===== src/rtl/ctrl_pkg.sv =====
// ctrl_pkg: shared states, opcodes, datapath select codes and trap causes for ctrl_fsm_ext.
// The SYSTEM_CSR_EN macro adds the EXEC_SYS/SYSWB states to the state enum.
package ctrl_pkg;
  typedef enum logic [4:0] {
    S_FETCH, S_DECODE, S_MEMADDR, S_MEMREAD, S_MEMWB, S_MEMWRITE,
    S_EXEC_R, S_EXEC_I, S_ALUWB, S_JAL, S_JALR, S_BRANCH, S_LUI, S_AUIPC,
    S_EXEC_MD, S_MDWB, S_TRAP
`ifdef SYSTEM_CSR_EN
    , S_EXEC_SYS, S_SYSWB
`endif
  } state_e;

  localparam logic [6:0] OP_LOAD   = 7'b0000011;
  localparam logic [6:0] OP_STORE  = 7'b0100011;
  localparam logic [6:0] OP_R      = 7'b0110011;
  localparam logic [6:0] OP_I      = 7'b0010011;
  localparam logic [6:0] OP_JAL    = 7'b1101111;
  localparam logic [6:0] OP_JALR   = 7'b1100111;
  localparam logic [6:0] OP_BRANCH = 7'b1100011;
  localparam logic [6:0] OP_LUI    = 7'b0110111;
  localparam logic [6:0] OP_AUIPC  = 7'b0010111;
  localparam logic [6:0] OP_SYSTEM = 7'b1110011;

  localparam int SRCA_WIDTH   = 2;
  localparam int SRCB_WIDTH   = 2;
  localparam int ALU_OP_WIDTH = 2;
  localparam int RESULT_WIDTH = 3;

  localparam logic [SRCA_WIDTH-1:0] SRCA_PC    = 2'd0;
  localparam logic [SRCA_WIDTH-1:0] SRCA_OLDPC = 2'd1;
  localparam logic [SRCA_WIDTH-1:0] SRCA_RD1   = 2'd2;
  localparam logic [SRCA_WIDTH-1:0] SRCA_ZERO  = 2'd3;

  localparam logic [SRCB_WIDTH-1:0] SRCB_RD2  = 2'd0;
  localparam logic [SRCB_WIDTH-1:0] SRCB_IMM  = 2'd1;
  localparam logic [SRCB_WIDTH-1:0] SRCB_FOUR = 2'd2;

  localparam logic [ALU_OP_WIDTH-1:0] ALUOP_ADD   = 2'd0;
  localparam logic [ALU_OP_WIDTH-1:0] ALUOP_SUB   = 2'd1;
  localparam logic [ALU_OP_WIDTH-1:0] ALUOP_FUNCT = 2'd2;

  localparam logic [RESULT_WIDTH-1:0] RESULT_ALUOUT    = 3'd0;
  localparam logic [RESULT_WIDTH-1:0] RESULT_DATA      = 3'd1;
  localparam logic [RESULT_WIDTH-1:0] RESULT_ALURESULT = 3'd2;
  localparam logic [RESULT_WIDTH-1:0] RESULT_TRAPVEC   = 3'd3;
  localparam logic [RESULT_WIDTH-1:0] RESULT_CSR       = 3'd4;

  localparam logic [2:0] IMM_I = 3'd0;
  localparam logic [2:0] IMM_S = 3'd1;
  localparam logic [2:0] IMM_B = 3'd2;
  localparam logic [2:0] IMM_J = 3'd3;
  localparam logic [2:0] IMM_U = 3'd4;

  localparam logic [3:0] CAUSE_IFETCH_FAULT = 4'd1;
  localparam logic [3:0] CAUSE_ILLEGAL      = 4'd2;
  localparam logic [3:0] CAUSE_BREAKPOINT   = 4'd3;
  localparam logic [3:0] CAUSE_LOAD_FAULT   = 4'd5;
  localparam logic [3:0] CAUSE_STORE_FAULT  = 4'd7;
  localparam logic [3:0] CAUSE_ECALL_M      = 4'd11;

  // Loads, JALR, I-type and SYSTEM all share the I format (the fallthrough).
  function automatic logic [2:0] imm_src(input logic [6:0] op);
    return op == OP_STORE ? IMM_S :
           op == OP_BRANCH ? IMM_B :
           op == OP_JAL ? IMM_J :
           (op == OP_LUI || op == OP_AUIPC) ? IMM_U : IMM_I;
  endfunction
endpackage


===== src/rtl/ctrl_bus_watchdog.sv =====
// ctrl_bus_watchdog: counts bus wait cycles of one access and flags expiry at BUS_TIMEOUT.
// Ports: clk, resetn (async active-low), wait_i (mem_valid & !mem_ready in a counted state),
// clr_i (FSM state change), expire_o (this wait cycle is the BUS_TIMEOUT-th one).
module ctrl_bus_watchdog #(
  parameter int BUS_TIMEOUT = 255,
  parameter int TO_W        = $clog2(BUS_TIMEOUT + 1)
) (
  input  logic clk,
  input  logic resetn,
  input  logic wait_i,
  input  logic clr_i,
  output logic expire_o
);
  localparam int CW = TO_W < 1 ? 1 : TO_W;
  localparam bit EN = BUS_TIMEOUT != 0;
  localparam logic [CW-1:0] LAST = CW'(BUS_TIMEOUT == 0 ? 0 : BUS_TIMEOUT - 1);
  logic [CW-1:0] cnt_q, cnt_d;
  // cnt_q holds the number of earlier wait cycles, so the current wait is the last one at LAST.
  assign cnt_d = (clr_i || !wait_i || !EN) ? '0 : cnt_q + CW'(1);
  assign expire_o = EN && wait_i && cnt_q == LAST;
  always_ff @(posedge clk or negedge resetn)
    if (!resetn) cnt_q <= '0;
    else cnt_q <= cnt_d;
endmodule


===== src/rtl/ctrl_fsm_ext.sv =====
// ctrl_fsm_ext: multicycle RV32 control FSM with mul/div dispatch, bus watchdog and TRAP state.
// Inputs: clk, resetn (async active-low), op/funct3/funct7b1/instr20 (instruction fields), Zero,
// mem_ready, alu_ready, md_ready. Outputs: mem_valid, alu_valid, md_valid handshakes, datapath
// strobes and selects (AdrSrc..ImmSrc), trap_valid/trap_cause. Define SYSTEM_CSR_EN to add the
// CSR path and ECALL/EBREAK traps; otherwise every SYSTEM opcode traps as illegal.
module ctrl_fsm_ext
  import ctrl_pkg::*;
#(
  parameter int HAS_MULDIV  = 1,
  parameter int BUS_TIMEOUT = 255,
  parameter int TO_W        = $clog2(BUS_TIMEOUT + 1)
) (
  input  logic                    clk,
  input  logic                    resetn,
  input  logic [6:0]              op,
  input  logic [2:0]              funct3,
  input  logic                    funct7b1,
  input  logic                    instr20,
  input  logic                    Zero,
  output logic                    mem_valid,
  input  logic                    mem_ready,
  output logic                    alu_valid,
  input  logic                    alu_ready,
  output logic                    md_valid,
  input  logic                    md_ready,
  output logic                    AdrSrc,
  output logic                    IRWrite,
  output logic                    PCUpdate,
  output logic                    Branch,
  output logic                    RegWrite,
  output logic                    MemWrite,
  output logic                    ALUOutWrite,
  output logic [SRCA_WIDTH-1:0]   ALUSrcA,
  output logic [SRCB_WIDTH-1:0]   ALUSrcB,
  output logic [ALU_OP_WIDTH-1:0] ALUOp,
  output logic [RESULT_WIDTH-1:0] ResultSrc,
  output logic [2:0]              ImmSrc,
  output logic                    trap_valid,
  output logic [3:0]              trap_cause
);
  state_e     state_q, state_d, dec_state;
  logic [3:0] cause_q, cause_d, dec_cause;
  logic       mv, wait_bus, expire;

  assign wait_bus = mv && !mem_ready && (state_q inside {S_FETCH, S_MEMREAD, S_MEMWRITE});

  ctrl_bus_watchdog #(
    .BUS_TIMEOUT (BUS_TIMEOUT),
    .TO_W        (TO_W)
  ) u_wdog (
    .clk      (clk),
    .resetn   (resetn),
    .wait_i   (wait_bus),
    .clr_i    (state_d != state_q),
    .expire_o (expire)
  );

  always_comb begin
    dec_state = S_TRAP;
    dec_cause = CAUSE_ILLEGAL;
    case (op)
      OP_LOAD, OP_STORE: dec_state = S_MEMADDR;
      OP_R:              dec_state = !funct7b1 ? S_EXEC_R : HAS_MULDIV != 0 ? S_EXEC_MD : S_TRAP;
      OP_I:              dec_state = S_EXEC_I;
      OP_JAL:            dec_state = S_JAL;
      OP_JALR:           dec_state = S_JALR;
      OP_BRANCH:         dec_state = S_BRANCH;
      OP_LUI:            dec_state = S_LUI;
      OP_AUIPC:          dec_state = S_AUIPC;
`ifdef SYSTEM_CSR_EN
      OP_SYSTEM: begin
        dec_state = funct3 != 3'd0 ? S_EXEC_SYS : S_TRAP;
        dec_cause = instr20 ? CAUSE_BREAKPOINT : CAUSE_ECALL_M;
      end
`endif
      default: ;
    endcase
  end

`ifndef SYSTEM_CSR_EN
  logic unused_sys;
  assign unused_sys = ^{funct3, instr20};
`endif

  // mem_ready wins over expiry because expire only fires on a genuine wait cycle.
  always_comb begin
    state_d = state_q;
    cause_d = cause_q;
    case (state_q)
      S_FETCH:    state_d = mem_ready ? S_DECODE : expire ? S_TRAP : S_FETCH;
      S_DECODE:   state_d = alu_ready ? dec_state : S_DECODE;
      S_MEMADDR:  state_d = !alu_ready ? S_MEMADDR : op == OP_STORE ? S_MEMWRITE : S_MEMREAD;
      S_MEMREAD:  state_d = mem_ready ? S_MEMWB : expire ? S_TRAP : S_MEMREAD;
      S_MEMWRITE: state_d = mem_ready ? S_FETCH : expire ? S_TRAP : S_MEMWRITE;
      S_EXEC_R, S_EXEC_I, S_LUI, S_AUIPC, S_JAL: state_d = alu_ready ? S_ALUWB : state_q;
      S_JALR:     state_d = alu_ready ? S_JAL : S_JALR;
      S_BRANCH:   state_d = alu_ready ? S_FETCH : S_BRANCH;
      S_EXEC_MD:  state_d = md_ready ? S_MDWB : S_EXEC_MD;
`ifdef SYSTEM_CSR_EN
      S_EXEC_SYS: state_d = alu_ready ? S_SYSWB : S_EXEC_SYS;
`endif
      default:    state_d = S_FETCH;
    endcase
    if (state_d == S_TRAP && state_q != S_TRAP)
      cause_d = state_q == S_DECODE ? dec_cause :
                state_q == S_MEMREAD ? CAUSE_LOAD_FAULT :
                state_q == S_MEMWRITE ? CAUSE_STORE_FAULT : CAUSE_IFETCH_FAULT;
  end

  always_ff @(posedge clk or negedge resetn)
    if (!resetn) begin
      state_q <= S_FETCH;
      cause_q <= '0;
    end else begin
      state_q <= state_d;
      cause_q <= cause_d;
    end

  // Strobes decode from the registered state; resetn gates them so they drop the moment reset asserts.
  always_comb begin
    mv          = 1'b0;
    alu_valid   = 1'b0;
    md_valid    = 1'b0;
    AdrSrc      = 1'b0;
    IRWrite     = 1'b0;
    PCUpdate    = 1'b0;
    Branch      = 1'b0;
    RegWrite    = 1'b0;
    MemWrite    = 1'b0;
    ALUSrcA     = SRCA_RD1;
    ALUSrcB     = SRCB_IMM;
    ALUOp       = ALUOP_ADD;
    ResultSrc   = RESULT_ALUOUT;
    case (state_q)
      S_FETCH: begin
        mv        = 1'b1;
        IRWrite   = mem_ready;
        alu_valid = mem_ready;
        PCUpdate  = alu_ready;
        ALUSrcA   = SRCA_PC;
        ALUSrcB   = SRCB_FOUR;
        ResultSrc = RESULT_ALURESULT;
      end
      S_DECODE, S_AUIPC: begin
        alu_valid = 1'b1;
        ALUSrcA   = SRCA_OLDPC;
      end
      S_MEMADDR, S_JALR: alu_valid = 1'b1;
      S_MEMREAD: begin
        mv     = 1'b1;
        AdrSrc = 1'b1;
      end
      S_MEMWRITE: begin
        mv       = 1'b1;
        AdrSrc   = 1'b1;
        MemWrite = 1'b1;
      end
      S_MEMWB: begin
        RegWrite  = 1'b1;
        ResultSrc = RESULT_DATA;
      end
      S_EXEC_R: begin
        alu_valid = 1'b1;
        ALUSrcB   = SRCB_RD2;
        ALUOp     = ALUOP_FUNCT;
      end
      S_EXEC_I: begin
        alu_valid = 1'b1;
        ALUOp     = ALUOP_FUNCT;
      end
      S_LUI: begin
        alu_valid = 1'b1;
        ALUSrcA   = SRCA_ZERO;
      end
      S_JAL: begin
        alu_valid = 1'b1;
        PCUpdate  = 1'b1;
        ALUSrcA   = SRCA_OLDPC;
        ALUSrcB   = SRCB_FOUR;
      end
      S_BRANCH: begin
        mv        = Zero;
        alu_valid = 1'b1;
        Branch    = 1'b1;
        ALUSrcB   = SRCB_RD2;
        ALUOp     = ALUOP_SUB;
      end
      S_ALUWB, S_MDWB: RegWrite = 1'b1;
      S_EXEC_MD: begin
        md_valid = 1'b1;
        ALUSrcB  = SRCB_RD2;
      end
`ifdef SYSTEM_CSR_EN
      S_EXEC_SYS: begin
        alu_valid = 1'b1;
        ALUOp     = ALUOP_FUNCT;
      end
      S_SYSWB: begin
        RegWrite  = 1'b1;
        ResultSrc = RESULT_CSR;
      end
`endif
      S_TRAP: begin
        PCUpdate  = 1'b1;
        ResultSrc = RESULT_TRAPVEC;
      end
      default: ;
    endcase
    mem_valid   = mv;
    ALUOutWrite = state_q == S_EXEC_MD ? md_ready : !mv;
    trap_valid  = state_q == S_TRAP;
    if (!resetn) begin
      mem_valid   = 1'b0;
      alu_valid   = 1'b0;
      md_valid    = 1'b0;
      AdrSrc      = 1'b0;
      IRWrite     = 1'b0;
      PCUpdate    = 1'b0;
      Branch      = 1'b0;
      RegWrite    = 1'b0;
      MemWrite    = 1'b0;
      ALUOutWrite = 1'b0;
      trap_valid  = 1'b0;
    end
  end

  assign trap_cause = trap_valid ? cause_q : 4'd0;
  assign ImmSrc     = imm_src(op);
endmodule


===== config.mk =====
export PLATFORM = sky130hd
export DESIGN_NAME = ctrl_fsm_ext
export DESIGN_NICKNAME = d
export VERILOG_FILES = /design/src/rtl/ctrl_pkg.sv /design/src/rtl/ctrl_bus_watchdog.sv /design/src/rtl/ctrl_fsm_ext.sv
export SDC_FILE = /design/constraint.sdc
export NUM_CORES = 1
export LEC_CHECK = 0
export CORE_MARGIN = 3
export CORE_UTILIZATION = 43
export CTS_CLUSTER_DIAMETER = 50
export DETAILED_ROUTE_END_ITERATION = 12
export GPL_ROUTABILITY_DRIVEN = 0
export HOLD_SLACK_MARGIN = 0.03
export PLACE_DENSITY = 0.88
export SETUP_SLACK_MARGIN = 0.4
export SYNTH_ARGS = -nofsm -noshare
export SYNTH_HDL_FRONTEND = slang
export SYNTH_SLANG_ARGS = --single-unit
export TNS_END_PERCENT = 10

===== constraint.sdc =====
create_clock -name clk -period 1.6 [get_ports clk]
set_input_delay 0.24 -clock clk [delete_from_list [all_inputs] [get_ports clk]]
set_output_delay 0.24 -clock clk [all_outputs]
set_load 0.005 [all_outputs]

# Word level (Yosys, flattened, before mapping)

Cells that the tools add are included.
Widths: inputs -> output; s select.

Flip-flop bits (word level): 17
Word-level logic and storage cells: 105
Output and inout bits: 27
Input bits: 18

Equality and inequality tests: 29
Add/sub/neg operators: 1
Reduce and logical (&&, ||, !) cells: 22
Muxes and demuxes: 50

Operators with widths:

| cell                | count |
|---|---|
| $pmux 5 s9          | 1 |
| $eq 5x4->1 const B  | 8 |
| $mux 5              | 8 |
| $pmux 5 s8          | 1 |
| $mux 3              | 9 |
| $eq 7x6->1 const B  | 3 |
| $eq 7x7->1 const B  | 3 |
| $eq 5x3->1 const B  | 4 |
| $mux 1              | 19 |
| $eq 7x5->1 const B  | 2 |
| $mux 4              | 3 |
| $pmux 2 s3          | 2 |
| $reduce_or 3->1     | 4 |
| $eq 5x2->1 const B  | 2 |
| $eq 5x5->1 const B  | 2 |
| $reduce_or 2->1     | 5 |
| $reduce_or 9->1     | 1 |
| $add 8x1->8 const B | 1 |
| $eq 8x8->1 const B  | 1 |
| $mux 8              | 1 |
| $pmux 2 s2          | 2 |
| $eq 7x2->1 const B  | 1 |
| $pmux 1 s2          | 3 |
| $eq 5x1->1 const B  | 1 |
| other kinds (9)     | 15 |

# Longest topological paths before layout

Word-level depth: 12
Gate-level depth with buffers: 7
Depth with buffers taken out: 6

# Hierarchy

From an unflattened synthesis, not the netlist that was laid out.

Cell total of the unflattened synthesis: 212
Area total of the unflattened synthesis: 1614.0 sq um

Modules (own cells, without submodules):

| module            | cells an instance | instances | area an instance (sq um) | seq. area each (sq um) |
|---|---|---|---|---|
| ctrl_fsm_ext      | 174               | 1         | 1237.4                   | 200.2 |
| ctrl_bus_watchdog | 38                | 1         | 376.6                    | 200.2 |

# Least setup slack after synthesis

No wires, ideal clock.

Path type: reg-to-reg
From: reg state_q[3]
To: reg cause_q[1]
Data required time: 1.475 ns
Setup time: 0.125 ns
Period minus slack after synthesis: 1.764 ns
Arrival: 1.639 ns
Path slack: -0.164 ns
Path buffers: 1
Stages on the path, launching flop included: 7
Cell sequence: dfrtp_1 -> buf_6 -> nor3_4 -> nand3_2 -> or3_1 -> nor2b_4 -> mux2_4

Word-level cells in the longest chain between the ends: 11
Elaborated cells on any way between the ends: 34
Those cells by class: 14 x eq/ne; 12 x mux; 8 x reduce/logical

Ends and longest elaborated chain:

| element                                  | line                                                       | RTL |
|---|---|---|
| start: declaration                       | ctrl_fsm_ext.sv:41                                         | `state_e state_q, state_d, dec_state;` |
| start signal: assignment                 | ctrl_fsm_ext.sv:115                                        | `state_q <= state_d;` |
| $eq 5x2->1, or another cell as far along | n/a                                                        |  |
| $reduce_or 3->1 (no source line)         | n/a                                                        |  |
| $pmux 1 s2                               | ctrl_fsm_ext.sv:134                                        | `case (state_q)` |
| $logic_and 1x1->1 (2 in series)          | ctrl_fsm_ext.sv:45                                         | `assign wait_bus = mv && !mem_ready && (state_q inside {S_FETCH, S_MEMREAD, S_MEMWRITE});` |
| $logic_and 1x1->1                        | ctrl_bus_watchdog.sv:20                                    | `assign expire_o = EN && wait_i && cnt_q == LAST;` |
| $mux 5 (on tied branches) (2 in series)  | ctrl_fsm_ext.sv:94, ctrl_fsm_ext.sv:90, ctrl_fsm_ext.sv:93 |  |
| $pmux 5 s9                               | ctrl_fsm_ext.sv:89                                         | `case (state_q)` |
| $eq 5x5->1                               | ctrl_fsm_ext.sv:104                                        | `if (state_d == S_TRAP && state_q != S_TRAP)` |
| $logic_and 1x1->1                        | ctrl_fsm_ext.sv:104                                        |  |
| end signal: assignment                   | ctrl_fsm_ext.sv:116                                        | `cause_q <= cause_d;` |
| end: declaration                         | ctrl_fsm_ext.sv:42                                         | `logic [3:0] cause_q, cause_d, dec_cause;` |

Parallel ways exist; a longest one is shown, timed or not.
A chain may end at the register's enable or synchronous reset.

# Worst setup path after layout

From: reg state_q[1]
To: out mem_valid

Word-level cells in the longest chain between the ends: 4
Elaborated cells on any way between the ends: 7
Those cells by class: 3 x eq/ne; 2 x mux; 2 x reduce/logical

Ends and longest elaborated chain:

| element                                  | line                | RTL |
|---|---|---|
| $eq 5x2->1, or another cell as far along | ctrl_fsm_ext.sv:134 |  |
| $reduce_or 3->1 (no source line)         | n/a                 |  |
| $pmux 1 s2 *                             | ctrl_fsm_ext.sv:134 |  |
| $mux 1 *                                 | ctrl_fsm_ext.sv:212 | `if (!resetn) begin` |
| end: declaration                         | ctrl_fsm_ext.sv:20  | `output logic mem_valid,` |

Every way passes the cells marked *; elsewhere a longest branch is shown, timed or not.

==> results.sh <==
export IMPL_clk_path_buf_depth=2
export IMPL_synth_top_family_by_area="simple AND/OR/NAND/NOR gates"
export IMPL_cts_root_buf="clkbuf_4"
export IMPL_overflow=0
export IMPL_io_pins=45
export IMPL_clock_sinks=16
export IMPL_critical_path_top_delay_family="buffers and inverters"
export IMPL_insertion_delay_ns=0.30
export IMPL_synthesis_area_um2=1500
export IMPL_synth_edf_count=0
export IMPL_path_common_cell="buf_4"
export IMPL_avgSynthCellArea_um2=7.74
export IMPL_coreArea_um2=3180
export IMPL_setup_tns_ns=-10.79
export IMPL_vias=2317
export IMPL_yosys_area_share_simple=0.391
export IMPL_dieArea_um2=4240
export IMPL_violations="setup timing"
export IMPL_area_delta_synth_final_pct=90.8
export IMPL_nFillCells=128
export IMPL_drtAntennaViolNets=0
export IMPL_first_iter_violations=282
export IMPL_cts_buffers=3
export IMPL_crit_path_end_kind="primary output"
export IMPL_drc=0
export IMPL_synth_cell_type_count=53
export IMPL_power_density_nw_per_um2=1040
export IMPL_detailedPlace_worstSlack_ns=-0.629
export IMPL_place_hpwl_um=3780
export IMPL_start_util=0.472
export IMPL_dieWidth_um=65.1
export IMPL_syn_inst=194
export IMPL_antenna_found_initial=0
export IMPL_htreeDepth=1
export IMPL_cpMaxStageDelayCell="dfrtp_2"
export IMPL_r2r_cells=7
export IMPL_use_met3=0.0735
export IMPL_switchingPower_uw=1240
export IMPL_rsz0062_at_grt="true"
export IMPL_outcome="complete, but fails checks"
export IMPL_ir_worst_vdd_mv=0.785
export IMPL_met2_usage=0.604
export IMPL_nNetsFinal=331
export IMPL_cp_max_fo=5
export IMPL_firstDrtPassIters=5
export IMPL_pwr_share_comb=0.732
export IMPL_setup_violations=40
export IMPL_grt_max_degree=13
export IMPL_synth_adder_area_share=0.0167
export IMPL_num_antenna_cells=0
export IMPL_crit_buf_inv=4
export IMPL_hold_viol_final=0
export IMPL_path_clk_slew_ns=0.11
export IMPL_routed_wl_um=7860
export IMPL_cp_depth=7
export IMPL_ys_warn_count=0
export IMPL_drive_above_1_share=0.561
export IMPL_ys_async_sr_fraction=1.00
export IMPL_pwr_share_clk=0.092
export IMPL_leakagePower_uw=0.00132
export IMPL_synth_mux_area_frac=0.0333
export IMPL_cts_tree="built"
export IMPL_synth_ff_type="dfrtp_1"
export IMPL_grt_most_used_layer="met2"
export IMPL_p_sw_frac=0.416
export IMPL_hold_buffers=0
export IMPL_grt_first_pass_wirelength_um=11000
export IMPL_wire_per_inst_um=22.2
export IMPL_synth_xor_area_frac=0.0583
export IMPL_fin_crit_sh=1.29
export IMPL_grt_pass1_vias=2199
export IMPL_drv_cap=0
export IMPL_crit_required_ns=1.36
export IMPL_rows=20
export IMPL_cp_cell_sequence="buf_12, buf_4, nor3_2, nand2_1, buf_4, a21oi_2, buf_2"
export IMPL_final_max_slew_viol_count=0
export IMPL_track_usage=0.339
export IMPL_synth_seq_cells=16
export IMPL_cp_start_kind="flip-flop"
export IMPL_via_per_inst=6.55
export IMPL_finalPower_uw=2980
export IMPL_p_int_uw=1740
export IMPL_ys_seq_area_frac=0.267
export IMPL_max_clock_freq_ghz=0.486
export IMPL_cp_arrival_ns=1.82
export IMPL_cpPeakStageDelay_ns=0.44
export IMPL_die_h_um=65.1
export IMPL_setup_ws_ns=-0.456
export IMPL_min_path_type="in2async"
export IMPL_port_buffers=38
export IMPL_use_met1=0.366
export IMPL_skew_ns=0.0197
export IMPL_seqPwrFrac=0.176
export IMPL_path_class="reg2out"
export IMPL_synth_compound_area_frac=0.158
export IMPL_period_needed_ns=2.06
[final timing paths]
path                            start         endpoint  slack, ns
max reg2reg                state_q[0]  u_wdog.cnt_q[2]      -0.41
max                        state_q[1]        mem_valid      -0.46
min                            resetn  u_wdog.cnt_q[5]       0.34
min in group clk           cause_q[2]       cause_q[2]       0.55
min reg2reg                cause_q[2]       cause_q[2]       0.55
max in group asynchronous      resetn       state_q[3]       1.06
[power by group through the flow]
stage	Clock (µW)	Sequential [µW]	Combinational [µW]
4_1_cts	261	510	1810
6_report	275	524	2180
3_3_place_gp	0	565	1240
5_1_grt	291	527	2270
3_5_place_dp	0	571	1280
2_1_floorplan	0	500	658
[through the flow]
step	std cells	hold WS, ns	util	area [µm²]
3_3_place_gp	322	0.498	0.730	2320
6_report	354	0.345	0.901	2860
3_5_place_dp	322	0.503	0.730	2320
4_1_cts	350	0.326	0.859	2730
5_1_grt	354	0.355	0.901	2860
2_1_floorplan	195	-0.0556	-	1510
[layout make-up]
class	count	area, µm²	area share
Multi-Input combinational cell	155	1250	0.438
Timing Repair Buffer	128	1090	0.379
Sequential cell	16	407	0.142
Tap cell	44	55.1	0.0192
Clock buffer	4	36.3	0.0127
Inverter	7	26.3	0.00917
[synthesized netlist by cell type, types with 3 or more instances]
cell	count	area share
a21oi_1	10	0.033
and2_1	6	0.025
and3_1	3	0.013
buf_1	3	0.0075
buf_2	5	0.017
clkbuf_1	6	0.015
dfrtp_1	16	0.27
inv_1	6	0.015
nand2_1	17	0.042
nand2b_1	4	0.017
nand3_1	6	0.020
nand3b_1	3	0.015
nand4_1	4	0.017
nor2_1	24	0.060
nor3_1	11	0.037
nor4_1	3	0.013
nor4b_1	3	0.018
o21ai_0	7	0.023
or3_1	5	0.021
xnor2_1	3	0.018
xor2_1	7	0.041
[repair_timing]
item,in CTS,in global routing
resized for setup,147,26
buffers inserted,24,4
cloned,0,0
setup endpoints to repair,41,41
pin swaps,33,15
[layout by cell type (no fill, tap or decap), types with 3 or more instances in the layout]
cell type and count:
nor3_2 7, dfrtp_2 5, inv_1 5, nor3_1 3, dfrtp_1 11, buf_4 69
o21ai_1 4, xor2_1 7, nand2_1 15, buf_2 15, nor2_2 3, nand3_1 6
and2_1 4, clkdlybuf4s50_1 13, o21ai_0 3, clkdlybuf4s15_2 3, nor2b_4 3, nor2_1 20
clkbuf_4 3, nand2b_1 3, buf_12 3, nand3b_1 3, a21oi_2 3, buf_6 21
or3_1 3, a21oi_1 7, nand4_1 4
[per-layer routing]
| metal | vias to the layer above | part of all wire | routed length (µm) |
|---|---|---|---|
| li1 | 921 | - | - |
| met1 | 1082 | 0.34 | 2700 |
| met2 | 224 | 0.45 | 3550 |
| met3 | 90 | 0.11 | 877 |
| met4 | 0 | 0.093 | 727 |
| met5 | - | 0 | 0 |
[kinds of logic after synthesis]
family / count (synthesis)
AO/OA/AOI/OAI: 36
XOR/XNOR: 10
adder cells (fa/ha/maj): 2
buffers and inverters: 24
flip-flops: 16
multiplexers: 4
other: 1
AND/OR/NAND/NOR: 101
[worst register-to-register path: stages (launching register included)]
cell	delay, ns
dfrtp_2	0.44
buf_6	0.15
buf_6	0.12
buf_6	0.12
xnor2_4	0.18
a2bb2oi_4	0.10
or4b_4	0.57
nor2_1	0.23
[state kept, by name (all words and copies together) (netlist names)]
signal	flops
state_q	5
cause_q	3
u_wdog.cnt_q	8
No activity file was read; power rests on OpenSTA's default activity.
